### src/rtl/afp_pack_stream.sv
// ---------------------------------------------------------------------------
// afp_pack_stream
//
// Output-side encoder for the 4-bit AFP datapath. It takes unpacked product
// fields (sign, significand product, offset sum), then normalizes, rounds and
// saturates them into the 4-bit AFP code {s, o[1:0], m}. The codes are packed
// eight to a 32-bit word and streamed out over valid/ready.
//
// Ports:
//   clk, rst_n             clock, asynchronous active-low reset
//   in_valid / in_ready    product handshake
//   in_s, in_pm, in_po     product sign, significand product (0..9), offset sum
//   in_last                final product of a block; flushes a partial word
//   out_valid / out_ready  packed word handshake
//   out_word               lane k in bits [4k+3:4k], lane 0 is the oldest code
//   out_count              number of valid lanes, 1..8
//   out_last               word contains an in_last product
//   flag_ovf, flag_unf     sticky overflow / underflow flags
//
// Build option:
//   AFP_PACK_FLAGS_EN  when defined, the sticky flags are implemented; when
//                      undefined, both flags are tied to 0.
//
// Handshake rule (both ports): a transfer happens on a rising clk edge where
// valid && ready are both high. A producer holds valid and its payload steady
// until the transfer; out_word/out_count/out_last never change while
// out_valid && !out_ready.
// ---------------------------------------------------------------------------
module afp_pack_stream (
    input  logic        clk,
    input  logic        rst_n,
    input  logic        in_valid,
    output logic        in_ready,
    input  logic        in_s,
    input  logic [3:0]  in_pm,
    input  logic [3:0]  in_po,
    input  logic        in_last,
    output logic        out_valid,
    input  logic        out_ready,
    output logic [31:0] out_word,
    output logic [3:0]  out_count,
    output logic        out_last,
    output logic        flag_ovf,
    output logic        flag_unf
);

    // ------------------------------------------------------------------
    // Stage 1 combinational encode
    // ------------------------------------------------------------------
    logic [1:0]        lead;
    logic [1:0]        sig_raw;
    logic              rnd_up;
    logic signed [5:0] o_raw;
    logic signed [5:0] o_rnd;
    logic [1:0]        sig_rnd;
    logic [3:0]        enc_code;
    logic              enc_ovf;
    logic              enc_unf;

    always_comb begin
        lead = 2'd0;
        casez (in_pm)
            4'b1???: lead = 2'd3;
            4'b01??: lead = 2'd2;
            4'b001?: lead = 2'd1;
            default: lead = 2'd0;
        endcase

        // Two significant bits starting at the leading one; a lone 1 is {1,0}.
        sig_raw = 2'b10;
        case (lead)
            2'd3:    sig_raw = in_pm[3:2];
            2'd2:    sig_raw = in_pm[2:1];
            2'd1:    sig_raw = in_pm[1:0];
            default: sig_raw = 2'b10;
        endcase

        // Round to nearest even: guard is the first discarded bit, sticky the
        // rest, and sig_raw[0] breaks an exact tie.
        rnd_up = 1'b0;
        case (lead)
            2'd3:    rnd_up = in_pm[1] && (in_pm[0] || in_pm[2]);
            2'd2:    rnd_up = in_pm[0] && in_pm[1];
            default: rnd_up = 1'b0;
        endcase

        o_raw = $signed({2'b00, in_po}) + 6'sd2 - $signed({4'b0000, lead});

        sig_rnd = sig_raw;
        o_rnd   = o_raw;
        if (rnd_up) begin
            if (sig_raw == 2'b11) begin
                // 3 + 1 = 4 = {1,0} one binade up
                sig_rnd = 2'b10;
                o_rnd   = o_raw - 6'sd1;
            end else begin
                sig_rnd = 2'b11;
            end
        end

        // Zero keeps the sign: {s,11,0}.
        enc_code = {in_s, 3'b110};
        enc_ovf  = 1'b0;
        enc_unf  = 1'b0;
        if (in_pm == 4'd0) begin
            enc_code = {in_s, 3'b110};
        end else if (o_rnd[5]) begin
            enc_code = {in_s, 3'b001};
            enc_ovf  = 1'b1;
        end else if (o_rnd <= 6'sd2) begin
            enc_code = {in_s, o_rnd[1:0], sig_rnd[0]};
        end else if (o_rnd == 6'sd3) begin
            // Denormal range: 2 is exactly {s,11,1}; 3 is a tie that goes to
            // the even neighbour 0.5 = {s,10,0}.
            enc_code = sig_rnd[0] ? {in_s, 3'b100} : {in_s, 3'b111};
        end else if (o_rnd == 6'sd4) begin
            if (sig_rnd[0]) begin
                enc_code = {in_s, 3'b111};
            end else begin
                enc_code = {in_s, 3'b110};
                enc_unf  = 1'b1;
            end
        end else begin
            enc_code = {in_s, 3'b110};
            enc_unf  = 1'b1;
        end
    end

    // ------------------------------------------------------------------
    // Stage 1 register
    // ------------------------------------------------------------------
    logic       s1_valid;
    logic [3:0] s1_code;
    logic       s1_last;
    logic       s1_transfer;
    logic       in_accept;
    logic       out_handoff;

    assign out_handoff = out_valid && out_ready;
    // Stage 1 may only drain when the output register is free or emptying.
    assign s1_transfer = s1_valid && !(out_valid && !out_ready);
    assign in_ready    = !s1_valid || s1_transfer;
    assign in_accept   = in_valid && in_ready;

    always_ff @(posedge clk or negedge rst_n) begin
        if (!rst_n) begin
            s1_valid <= 1'b0;
            s1_code  <= 4'd0;
            s1_last  <= 1'b0;
        end else if (in_accept) begin
            s1_valid <= 1'b1;
            s1_code  <= enc_code;
            s1_last  <= in_last;
        end else if (s1_transfer) begin
            s1_valid <= 1'b0;
        end
    end

    // ------------------------------------------------------------------
    // Stage 2 pack: acc_q collects the word under construction (unused
    // lanes stay 0); out_word holds the presented word so a new word can
    // start in lane 0 while the previous one is still being offered.
    // ------------------------------------------------------------------
    logic [2:0]  lane_q;
    logic [31:0] acc_q;
    logic [31:0] acc_next;
    logic        word_done;

    assign acc_next  = acc_q | ({28'd0, s1_code} << {lane_q, 2'b00});
    assign word_done = (lane_q == 3'd7) || s1_last;

    always_ff @(posedge clk or negedge rst_n) begin
        if (!rst_n) begin
            lane_q    <= 3'd0;
            acc_q     <= 32'd0;
            out_valid <= 1'b0;
            out_word  <= 32'd0;
            out_count <= 4'd0;
            out_last  <= 1'b0;
        end else begin
            if (out_handoff) begin
                out_valid <= 1'b0;
            end
            if (s1_transfer) begin
                if (word_done) begin
                    out_valid <= 1'b1;
                    out_word  <= acc_next;
                    out_count <= {1'b0, lane_q} + 4'd1;
                    out_last  <= s1_last;
                    acc_q     <= 32'd0;
                    lane_q    <= 3'd0;
                end else begin
                    acc_q     <= acc_next;
                    lane_q    <= lane_q + 3'd1;
                end
            end
        end
    end

    // ------------------------------------------------------------------
    // Sticky flags
    // ------------------------------------------------------------------
`ifdef AFP_PACK_FLAGS_EN
    logic s1_ovf;
    logic s1_unf;
    logic flag_ovf_q;
    logic flag_unf_q;
    logic flag_clr;

    always_ff @(posedge clk or negedge rst_n) begin
        if (!rst_n) begin
            s1_ovf <= 1'b0;
            s1_unf <= 1'b0;
        end else if (in_accept) begin
            s1_ovf <= enc_ovf;
            s1_unf <= enc_unf;
        end
    end

    // Handing off the block's last word ends the block; an event arriving
    // on that same edge belongs to the next block and is kept.
    assign flag_clr = out_handoff && out_last;

    always_ff @(posedge clk or negedge rst_n) begin
        if (!rst_n) begin
            flag_ovf_q <= 1'b0;
            flag_unf_q <= 1'b0;
        end else begin
            flag_ovf_q <= (flag_ovf_q && !flag_clr) || (s1_transfer && s1_ovf);
            flag_unf_q <= (flag_unf_q && !flag_clr) || (s1_transfer && s1_unf);
        end
    end

    assign flag_ovf = flag_ovf_q;
    assign flag_unf = flag_unf_q;
`else
    logic unused_flag_events;
    assign unused_flag_events = enc_ovf ^ enc_unf;
    assign flag_ovf = 1'b0;
    assign flag_unf = 1'b0;
`endif

endmodule

### config.mk
export PLATFORM = sky130hd
export DESIGN_NAME = afp_pack_stream
export DESIGN_NICKNAME = d
export VERILOG_FILES = /design/src/rtl/afp_pack_stream.sv
export SDC_FILE = /design/constraint.sdc
export NUM_CORES = 1
export LEC_CHECK = 0
export BUFFER_PORTS_ARGS = -buffer_cell sky130_fd_sc_hd__buf_4
export CAP_MARGIN = 15
export CELL_PAD_IN_SITES_DETAIL_PLACEMENT = 1
export CELL_PAD_IN_SITES_GLOBAL_PLACEMENT = 1
export CORE_MARGIN = 3
export CORE_UTILIZATION = 46
export DETAILED_ROUTE_END_ITERATION = 10
export GPL_ROUTABILITY_DRIVEN = 0
export GPL_TIMING_DRIVEN = 0
export PLACE_DENSITY = 0.92
export SLEW_MARGIN = 10
export SYNTH_ARGS = -nofsm -noshare
export SYNTH_HDL_FRONTEND = slang
export SYNTH_SLANG_ARGS = --single-unit
### constraint.sdc
create_clock -name clk -period 2.7 [get_ports clk]
set_input_delay 0.54 -clock clk [delete_from_list [all_inputs] [get_ports clk]]
set_output_delay 0.54 -clock clk [all_outputs]
set_load 0.1 [all_outputs]
==> results by group <==
Worst setup path
  – Startpoint class of the critical path: input pin
  – Required time of the critical path: 2940 ps
  – Type of the setup path with the least slack: input pin to register
  – Crit path max fanout: 6
  – Critical path capture point type: register
  – Arrival time of data at the critical path endpoint: about 2800 ps

GRT
  – Global-route wire length before repair: around 16,000 um
  – Pin count of the biggest net entering global routing: 80
  – Number of global-route vias before repair: roughly 3,300
  – All-Layer GR Usage: a little under a quarter
  – Initial antenna violation count: 0
  – Total overflow reported by the global router: 0

STA
  – Final max-slew violation count: 0
  – Period utilization: a little over nine tenths
  – Setup Viol. Count Final: 0
  – Final Skew: between 10 and 15 ps
  – Worst-margin pin slew: slightly below 1000 ps
  – Max-slew headroom at the worst pin: 33.72%
  – Crit path time final: approximately 2600 ps
  – Setup repair after global routing missed its margin: no
  – FMAX: roughly 390 MHz
  – Final Hold Viols: 0
  – Final total negative setup slack: 0 ps
  – Worst Hold Slack: ~320 ps

Logic synthesis
  – Count of flip-flops with a built-in enable after synthesis: 0
  – Seq/Total Area, Yosys: 54.56%
  – Post-synthesis cell type with the largest combined area: sky130_fd_sc_hd__dfrtp_1
  – Prevailing post-synth register cell: sky130_fd_sc_hd__dfrtp_1
  – Post-synthesis register bit count: 79
  – Synth top area share: between 50% and 60%
  – Top cells by area in the synthesized netlist: sky130_fd_sc_hd__dfrtp_1 (55%), sky130_fd_sc_hd__a21oi_1 (6.2%), sky130_fd_sc_hd__nand2_1 (5.2%), sky130_fd_sc_hd__a31oi_1 (4.1%), sky130_fd_sc_hd__nor2_1 (3.9%)
  – Share of flip-flops with an asynchronous set or reset: 100.0%
  – Warnings, synthesis: 0
  – Syn Inst Count: just under 400
  – Average instance area after synthesis: between 9 and 10 um2
  – Synth Cell Area: ~3600 um2
  – Top cells by instance count after synthesis: sky130_fd_sc_hd__dfrtp_1 (79), sky130_fd_sc_hd__nand2_1 (50), sky130_fd_sc_hd__a21oi_1 (45)
  – Count of unique library cells instantiated by Yosys: 44
  – Most frequently used cell type in the post-synthesis netlist: sky130_fd_sc_hd__dfrtp_1

Clock tree
  – Cts hold-fix bufs: 0
  – Max clock buf depth: 2
  – TritonCTS Sinks: between 70 and 80
  – Clock-pin slew on the worst setup and hold paths: ~90 ps
  – Clock network latency to the later pin of the worst-skew pair: 360 ps
  – Number of H-tree levels: 3
  – Setup bufs post-CTS: 0
  – Number of buffers created by CTS: 9
  – Clk Tree Root Cell: sky130_fd_sc_hd__clkbuf_8
  – CTS tree: yes

Power
  – LEAKAGE: ~2.1 nW
  – Power density cells: 1105 nW/um2
  – Max IR drop VDD: ~360 uV

Routing
  – Iter 0 DRT Violations: a little over 100
  – Vias after detailed routing: 3,090
  – Via-to-Cell Ratio: roughly 5.6
  – Wire length after detailed routing: around 9900 um
  – DR pass1 iterations: 4
  – Detail Route Antenna Nets: 0
  – Detailed-route DRC error count: 0
  – Detail-routed net length per standard cell: 17.86 um

Finish
  – Post-route non-filler standard cell count: 553
  – Filler cells: 905
  – Layout cells sized above 1: about a fifth
  – Net total in the final layout: 474
  – Area Growth Syn to Fin: 21.86%
  – Antenna cell count: 0
  – Final core utilization: between 50% and 60%

Floorplanning
  – Overall die width: roughly 95 um
  – Y dimension of the die: around 95 um
  – Area of the die: about 9000 um2
  – Number of I/O pins: 55
  – Placeable core area: about 7400 um2
  – Initial core utilization: 48.66%
  – Site Rows: 31

Flow run
  – MaxCap Viol Count: 0

Placement
  – Count of port buffers added during placement: 52
  – HPWL after DPL: between 6000 and 7000 um
  – Inst Count DP: approximately 540

Min path
  – Worst hold path class: input pin to asynchronous set/reset pin

Run status
  – Result of the run: complete, no violations
==> per-layer routing <==
metal  track usage (%)  part of all wire, %  vias to the layer above
met1             28.81                   43                     1559
li1                  -                    -                     1446
met4             10.46                  1.9                        0
met5                 0                    0                        -
met3             3.187                  3.7                       17
met2             41.28                   52                       68
==> registers in the layout (all words and copies together) (netlist names) <==
register,count
s1_valid,1
out_word,32
s1_code,4
acc_q,32
out_last,1
out_count,4
s1_last,1
out_valid,1
lane_q,3
==> critical path, cell delays in order <==
cell,delay (ps)
sky130_fd_sc_hd__buf_4,130
sky130_fd_sc_hd__or2_4,270
sky130_fd_sc_hd__ha_4,210
sky130_fd_sc_hd__inv_2,60
sky130_fd_sc_hd__ha_4,120
sky130_fd_sc_hd__inv_2,30
sky130_fd_sc_hd__fa_2,390
sky130_fd_sc_hd__xor2_2,220
sky130_fd_sc_hd__nor3_2,200
sky130_fd_sc_hd__a41o_1,140
sky130_fd_sc_hd__nor2_1,80
sky130_fd_sc_hd__a2111oi_2,340
sky130_fd_sc_hd__nor3_1,80
==> cells in the final DEF (no fill, tap or decap), types with 10 or more instances in the layout <==
cell,netlist,routed
sky130_fd_sc_hd__clkbuf_8,0,11
sky130_fd_sc_hd__nor2b_1,10,10
sky130_fd_sc_hd__a21oi_1,45,45
sky130_fd_sc_hd__buf_4,2,54
sky130_fd_sc_hd__o21ai_1,22,22
sky130_fd_sc_hd__nor2_1,38,38
sky130_fd_sc_hd__dfrtp_1,79,78
sky130_fd_sc_hd__a31oi_1,24,24
sky130_fd_sc_hd__nand2_1,50,50
sky130_fd_sc_hd__clkbuf_1,24,24
sky130_fd_sc_hd__o21ai_0,15,15
==> worst paths after layout <==
kind                               from      endpoint  slack, ps  cells past startpoint
min in group clk                in_last       s1_last        420                      2
setup reg to reg              lane_q[0]   out_word[3]        510                      5
hold / removal                    rst_n   out_word[4]        320                      1
setup / recovery               in_pm[3]    s1_code[1]        130                     13
max in group asynchronous         rst_n     out_valid       1670                      1
hold reg to reg            out_word[15]  out_word[15]        480                      2
==> power by group <==
| part | internal (mW) | switching [mW] |
|---|---|---|
| Clock | 0.486 | 0.453 |
| Combinational | 0.499 | 1.80 |
| Sequential | 1.46 | 0.175 |
| Total | 2.45 | 2.43 |
==> metrics by stage <==
stage	total power, mW	cell area [um2]	setup WS, ps
floorplan	3.360	3659	9.195
global placement	3.844	4173	-266.6
detailed placement	3.942	4173	-343.7
CTS	4.890	4389	21.27
global route	5.129	4415	26.43
finish	4.878	4415	128.7
==> cell type report <==
class / instances / area [um2] / area share (%)
repair buffers: 52 / 390.4 / 8.841
clock buffers: 11 / 151.4 / 3.429
clock inverters: 5 / 65.06 / 1.474
plain buffers: 29 / 120.1 / 2.720
flip-flops and latches: 79 / 1978 / 44.80
well taps: 99 / 123.9 / 2.805
multi-input cells: 267 / 1545 / 35.00
inverters: 11 / 41.29 / 0.9351
==> kinds of logic (layout without fill, tap and decap cells) <==
family	after synthesis	count (layout)	share of synthesized area (%)
AND/OR/NAND/NOR	129	129	16.44
other	1	2	0.1035
XOR/XNOR	4	4	0.9670
buffers and inverters	40	108	4.454
multiplexers	3	3	0.8978
flip-flops	79	79	54.56
AO/OA/AOI/OAI	118	118	18.58
adder cells (fa/ha/maj)	11	11	4.006
==> what timing repair did <==
item	4_1_cts	5_1_grt
gates resized for setup	0	5
endpoints found under the setup margin	0	2
hold endpoints to repair	0	0
Note: power is estimated with default switching activity, not from simulation.
